[src/rtl/lsu_mem_ctrl.sv]
// lsu_mem_ctrl: RV32 load/store unit front-end driving a single-port word-wide data memory.
// Optional feature macro: LSU_MISALIGN_TRAP_EN (when defined, misaligned halfword/word accesses fault).
// Ports:
//   Clk_Core, Rst_Core_N           core clock, asynchronous active-low reset
//   Req_Valid/Req_Ready            request handshake (Ready only in IDLE)
//   Req_Write/Req_Funct3           store flag and RV32 funct3
//   Req_Addr/Req_Wdata             byte address, right-aligned store data
//   Rsp_Valid/Rsp_Rdata/Rsp_Err    one-cycle response strobe, formatted load data, access fault
//   Read_Ctrl/Write_Ctrl           memory read strobe, byte write enables (ACCESS only)
//   Mem_Data_Address/Mem_Data_Write word address and lane-replicated store data
//   Mem_Data_Read                  memory read data, valid the cycle after Read_Ctrl
module lsu_mem_ctrl #(
    parameter int MEM_SIZE = 16384
) (
    input  logic        Clk_Core,
    input  logic        Rst_Core_N,
    input  logic        Req_Valid,
    output logic        Req_Ready,
    input  logic        Req_Write,
    input  logic [2:0]  Req_Funct3,
    input  logic [31:0] Req_Addr,
    input  logic [31:0] Req_Wdata,
    output logic        Rsp_Valid,
    output logic [31:0] Rsp_Rdata,
    output logic        Rsp_Err,
    output logic        Read_Ctrl,
    output logic [3:0]  Write_Ctrl,
    output logic [31:0] Mem_Data_Address,
    output logic [31:0] Mem_Data_Write,
    input  logic [31:0] Mem_Data_Read
);
    localparam logic [1:0] IDLE   = 2'd0;
    localparam logic [1:0] ACCESS = 2'd1;
    localparam logic [1:0] RESP   = 2'd2;
    localparam logic [31:0] MEM_LIMIT = 32'(MEM_SIZE);

    logic [1:0]  state;
    logic        wr;
    logic [2:0]  f3;
    logic [31:0] addr;
    logic [31:0] wdata;
    logic        illegal;
    logic        oob;
    logic        misalign;
    logic        fault;
    logic [3:0]  mask;
    logic [7:0]  ld_byte;
    logic [15:0] ld_half;
    logic [31:0] ld_data;

    always_ff @(posedge Clk_Core or negedge Rst_Core_N) begin
        if (!Rst_Core_N) begin
            state <= IDLE;
            wr    <= 1'b0;
            f3    <= 3'b000;
            addr  <= 32'h0;
            wdata <= 32'h0;
        end else begin
            state <= state == IDLE ? (Req_Valid ? ACCESS : IDLE) : state == ACCESS ? RESP : IDLE;
            if (state == IDLE && Req_Valid) begin
                wr    <= Req_Write;
                f3    <= Req_Funct3;
                addr  <= Req_Addr;
                wdata <= Req_Wdata;
            end
        end
    end

    // Fault is derived from the captured request, so it stays stable through ACCESS and RESP.
    always_comb begin
        illegal = wr ? (f3 > 3'b010) : (f3 == 3'b011 || f3[2:1] == 2'b11);
        oob     = {2'b00, addr[31:2]} >= MEM_LIMIT;
`ifdef LSU_MISALIGN_TRAP_EN
        misalign = (f3[1:0] == 2'b01 && addr[0]) || (f3[1:0] == 2'b10 && addr[1:0] != 2'b00);
`else
        misalign = 1'b0;
`endif
        fault = illegal | oob | misalign;
        mask  = f3[1:0] == 2'b00 ? 4'b0001 << addr[1:0] :
                f3[1:0] == 2'b01 ? (addr[1] ? 4'b1100 : 4'b0011) : 4'b1111;
    end

    // Address and store data come straight from the request registers, so they
    // appear in ACCESS, hold afterwards and clear with reset.
    assign Mem_Data_Address = {addr[31:2], 2'b00};
    assign Mem_Data_Write   = f3[1:0] == 2'b00 ? {4{wdata[7:0]}} :
                              f3[1:0] == 2'b01 ? {2{wdata[15:0]}} : wdata;

    // Strobes decode from state so an asynchronous reset drops them immediately.
    assign Read_Ctrl  = state == ACCESS && !wr && !fault;
    assign Write_Ctrl = (state == ACCESS && wr && !fault) ? mask : 4'b0000;

    always_comb begin
        ld_byte = Mem_Data_Read[{addr[1:0], 3'b000} +: 8];
        ld_half = addr[1] ? Mem_Data_Read[31:16] : Mem_Data_Read[15:0];
        ld_data = f3[1:0] == 2'b00 ? {{24{ld_byte[7] & ~f3[2]}}, ld_byte} :
                  f3[1:0] == 2'b01 ? {{16{ld_half[15] & ~f3[2]}}, ld_half} : Mem_Data_Read;
    end

    assign Req_Ready = state == IDLE;
    assign Rsp_Valid = state == RESP;
    assign Rsp_Err   = state == RESP && fault;
    assign Rsp_Rdata = (state == RESP && !wr && !fault) ? ld_data : 32'h0;
endmodule

[config.mk]
export PLATFORM = sky130hd
export DESIGN_NAME = lsu_mem_ctrl
export DESIGN_NICKNAME = d
export VERILOG_FILES = /design/src/rtl/lsu_mem_ctrl.sv
export SDC_FILE = /design/constraint.sdc
export NUM_CORES = 1
export LEC_CHECK = 0
export BUFFER_PORTS_ARGS = -buffer_cell sky130_fd_sc_hd__clkbuf_2
export CAP_MARGIN = 20
export CORE_UTILIZATION = 50
export CTS_CLUSTER_DIAMETER = 120
export DETAILED_ROUTE_END_ITERATION = 6
export PLACE_DENSITY_LB_ADDON = 0.12
export SKIP_CTS_REPAIR_TIMING = 1
export SLEW_MARGIN = 5
export SYNTH_ARGS = -nofsm -noshare
export SYNTH_HDL_FRONTEND = slang
export SYNTH_SLANG_ARGS = --single-unit
[constraint.sdc]
create_clock -name Clk_Core -period 3.5 [get_ports Clk_Core]
set_input_delay 0.525 -clock Clk_Core [delete_from_list [all_inputs] [get_ports Clk_Core]]
set_output_delay 0.525 -clock Clk_Core [all_outputs]
set_load 0.05 [all_outputs]
# Yosys cells after proc, flatten, opt, wreduce, memory -nomap -nowiden
# Index checks and enable logic that the tools add are counted.
dict set report word_totals {
  reg_bits 70
  word_cells 45
}
dict set report op_classes {
  n_lt_le_gt_ge 2
  eq_ne 5
  shifts 2
  n_mux 14
  n_bitwise 4
  reduce_logical 13
}
# cell n
set ops {}
lappend ops {{$mux W32} 5}
lappend ops {{$shiftx A32 B6 Y8} 1}
lappend ops {{$ge A30 B15 Y1 const B} 1}
lappend ops {{$mux W16} 1}
lappend ops {{$mux W4} 4}
lappend ops {{$logic_and A1 B1 Y1} 8}
lappend ops {{$eq A2 B1 Y1 const B} 2}
lappend ops {{$eq A2 B2 Y1 const B} 2}
lappend ops {{$logic_not A2 Y1} 2}
lappend ops {{$mux W2} 2}
lappend ops {{$shl A1 B2 Y4 const A} 1}
lappend ops {{$eq A3 B2 Y1 const B} 1}
lappend ops {{$gt A3 B2 Y1 const B} 1}
lappend ops {{$and A1 B1 Y1} 2}
lappend ops {{$logic_not A1 Y1} 2}
lappend ops {{$mux W1} 2}
lappend ops {{$logic_or A1 B1 Y1} 1}
lappend ops {{$not A1 Y1} 1}
lappend ops {{$or A1 B1 Y1} 1}

# Logic depth before layout (Yosys ltp)
dict set report depth {
  ltp_word 7
  mapped_depth 6
  depth_no_buf 4
}

# Worst setup path before layout
# Ideal clock, no wire load.
dict set report synth_path {
  path_kind {register to output}
  start {reg addr[17]}
  end {out Rsp_Rdata[16]}
  arrival_ps 3774
  required_ps 2975
  slack_ps -799
  stages_incl_launch_ff 5
  path_cell_list {dfrtp_1 nor4_1 nand4_1 or4_4 a2111oi_0}
}
dict set report synth_via {
  elab_chain_cells 5
}
# item line
set synth_lines {}
lappend synth_lines {{start: declaration} 40} ;# logic [31:0] addr;
lappend synth_lines {{start signal: assignment} 63} ;# addr <= Req_Addr;
lappend synth_lines {{$ge A30 B15 Y1} 72} ;# oob = {2'b00, addr[31:2]} >= MEM_LIMIT;
lappend synth_lines {{$or A1 B1 Y1} 78} ;# fault = illegal | oob | misalign;
lappend synth_lines {{$logic_not A1 Y1} 103} ;# assign Rsp_Rdata = (state == RESP && !wr && !fault) ? ld_data : 32'h0;
lappend synth_lines {{$logic_and A1 B1 Y1} 103}
lappend synth_lines {{$mux W32} 103}
lappend synth_lines {{end: declaration} 24} ;# output logic [31:0] Rsp_Rdata,
# No other way between the ends.

# Final worst setup path
dict set report layout_path {
  start {reg addr[19]}
  end {out Rsp_Rdata[31]}
}
# The elaborated chain is that of the path after synthesis.

==> results.json <==
{
  "crit_required_ns": 2.97,
  "min_path_type": "in -> async",
  "viasPerCell": 5.30,
  "antenna_found_initial": 0,
  "yosysSeqAreaShare": 0.415,
  "synth_top_area_frac": 0.415,
  "design_area_um2": 5200,
  "totalPowerFinal_mw": 3.69,
  "utilization": 0.636,
  "synth_compound_area_frac": 0.125,
  "dp_worst_setup_slack_ns": 0.523,
  "crit_family": "simple AND/OR/NAND/NOR gates",
  "tightest_slew_ns": 0.877,
  "initial_utilization": 0.516,
  "synth_area_leaders": "dfrtp_1, mux2_2, buf_4",
  "period_share": 0.931,
  "timing.rr.start": "state[1]",
  "synth_top_family_by_area": "multiplexers",
  "reg2reg_to": "addr[5]",
  "track_usage": 0.232,
  "cts.path.max_buffers": 2,
  "io_buffers": 204,
  "nets": 653,
  "first_pass_iters": 6,
  "yosys.area_share.simple": 0.0950,
  "syn2layout_area_growth_pct": 23.4,
  "peakVddDrop_mv": 0.530,
  "place_area_um2": 5040,
  "place_hpwl_mm": 7.52,
  "synth_area_um2": 4220,
  "finClkSkew_ns": 0.0106,
  "crit_end": "Rsp_Rdata[31]",
  "rows": 33,
  "grt_pass1_vias": 3309,
  "cp_slowest_cell": "or4_4",
  "final_layout_size_suffix_gt1_frac": 0.599,
  "synth_cell_type_count": 37,
  "die-area_um2": 8800,
  "path_depth": 5,
  "rr_worst_depth": 4,
  "avgSynthCellArea_um2": 10.8,
  "die_w_um": 93.8,
  "rsz0062_at_grt": "false",
  "powerDensity_nw_per_um2": 709,
  "timing.final.ws_setup_ns": 0.243,
  "coreArea_um2": 8180,
  "clock-sinks": 70,
  "grt_max_degree": 71,
  "synthMuxAreaShare": 0.247,
  "wl_per_cell_um": 15.5,
  "finalSetupViolations": 0,
  "cp_max_fo": 32,
  "drv_cap": 0,
  "drcViolationCount": 0,
  "outcome": "finished, final reports clean",
  "drt-total-wl_mm": 10.2,
  "endpoint_kind": "output port",
  "routabilityCongestion": 0.823,
  "crit_type": "reg -> out",
  "cp-start-kind": "flop",
  "io_pins": 207,
  "synth_area_leader_cell": "dfrtp_1",
  "overflow": 0,
  "crit_chain": "nor4_1 -> nand4_1 -> or4_4 -> a2111oi_1 -> clkbuf_2",
  "synth_fa_ha_area_frac": 0,
  "clkLatencyLatePin_ns": 0.33,
  "p_leak_nw": 2.58,
  "grt_pass1_wl_mm": 15.9,
  "synth_cells": 391,
  "cts_tree": "built",
  "startpoint": "addr[19]",
  "hold_violations": 0,
  "root_buffer": "clkbuf_8",
  "antenna_cells": 0,
  "critPathBufInv": 1,
  "maxSlewViolCount": 0,
  "r2r_slack_ns": 1.43,
  "die-height_um": 93.8,
  "htreeDepth": 3,
  "ys_seq_elements": 70,
  "vias": 3494,
  "slowest_delay_ns": 0.69,
  "cts_buffers": 9,
  "drtAntennaViolNets": 0,
  "drtIter0Drc": 98,
  "worstPathArrival_ns": 2.73,
  "yosysWarnings": 0,
  "relSlewSlack": 0.415,
  "synth-xor-area-share": 0,
  "max_freq_mhz": 307,
  "min_period_ns": 3.26,
  "clk_pin_slew_ns": 0.08
}
worst min-delay path by stage:
stage,endpoint,cells past startpoint
floorplan,addr[0],0
global placement,state[1],1
detailed placement,state[1],1
CTS,addr[17],1
global route,addr[24],1
finish,addr[24],1
cell usage after synthesis:
| cell type | instances |
|---|---|
| nand3_1 | 1 |
| a211oi_1 | 8 |
| nor4_1 | 4 |
| buf_2 | 1 |
| nor2_1 | 27 |
| and2_1 | 2 |
| o221a_2 | 1 |
| a2111oi_2 | 20 |
| nor3b_1 | 2 |
| a2111oi_0 | 2 |
| o21a_2 | 1 |
| nor2b_1 | 2 |
| a21oi_1 | 10 |
| dfrtp_1 | 70 |
| nand3b_1 | 1 |
| a22o_1 | 2 |
| nor3_1 | 1 |
| or4_4 | 1 |
| o21ai_0 | 11 |
| mux4_2 | 2 |
| clkbuf_1 | 15 |
| nand2_1 | 35 |
| buf_1 | 4 |
| inv_1 | 19 |
| buf_6 | 2 |
| or2_2 | 1 |
| buf_4 | 42 |
| nand4_1 | 1 |
| inv_2 | 1 |
| and3b_1 | 2 |
| mux2i_1 | 15 |
| conb_1 | 1 |
| mux2_2 | 75 |
| nand2b_1 | 5 |
| and3_1 | 2 |
| o22ai_1 | 1 |
| clkbuf_2 | 1 |
final cells by class:
cell class	instances	area (um2)
clock buffers	9	124
flip-flops and latches	70	1750
clock inverters	6	38.8
fillers	696	2970
repair buffers	212	1100
well taps	105	131
inverters	20	75.1
multi-input cells	237	1980
sequential cells by signal, summed over array words and instances, names as in the netlist:
name,cells
addr,32
wdata,32
f3,3
state,2
wr,1
cells in the final DEF, fill, tap and decap left out, drive strengths merged, types with 2 or more instances in the layout:
| master | synthesis | final |
|---|---|---|
| and3b | 2 | 2 |
| mux2 | 75 | 75 |
| nand2 | 35 | 35 |
| clkinv | 0 | 3 |
| a22o | 2 | 2 |
| nor2b | 2 | 2 |
| and3 | 2 | 2 |
| nand2b | 5 | 5 |
| mux4 | 2 | 2 |
| dfrtp | 70 | 70 |
| inv | 20 | 21 |
| clkbuf | 16 | 212 |
| and2 | 2 | 2 |
| a211oi | 8 | 8 |
| mux2i | 15 | 15 |
| conb | 1 | 2 |
| nor2 | 27 | 27 |
| a2111oi | 22 | 22 |
| o21ai | 11 | 11 |
| nor4 | 4 | 4 |
| buf | 49 | 9 |
| a21oi | 10 | 10 |
| clkinvlp | 0 | 2 |
| nor3b | 2 | 2 |
metal layers:
layer	global-route usage	vias to the layer above	routed length [um]
met5	0	-	0
met4	0.0769	0	181
met3	0.0534	17	746
met2	0.373	144	4790
met1	0.307	1663	4510
li1	-	1670	-
power by group:
group,internal [mW],leakage [nW],switching [mW],total [mW]
sequential,1.02,0.818,0.163,1.18
combinational,0.561,1.68,1.38,1.95
clock,0.252,0.0813,0.310,0.562
per-stage QoR:
stage | cells | hold slack (ns) | TNS [ns]
after CTS | 659 | 0.333 | 0
after global placement | 644 | 0.460 | 0
after detailed placement | 644 | 0.475 | 0
after global routing | 659 | 0.367 | 0
after floorplan | 392 | 0.229 | -0.240
final | 659 | 0.296 | 0
cell families after synthesis:
kind of cell	after synthesis
multiplexers	92
AND/OR/NAND/NOR	87
buffers and inverters	85
flip-flops	70
AO/OA/AOI/OAI	56
other	1
(Power assumes the default switching activity.)
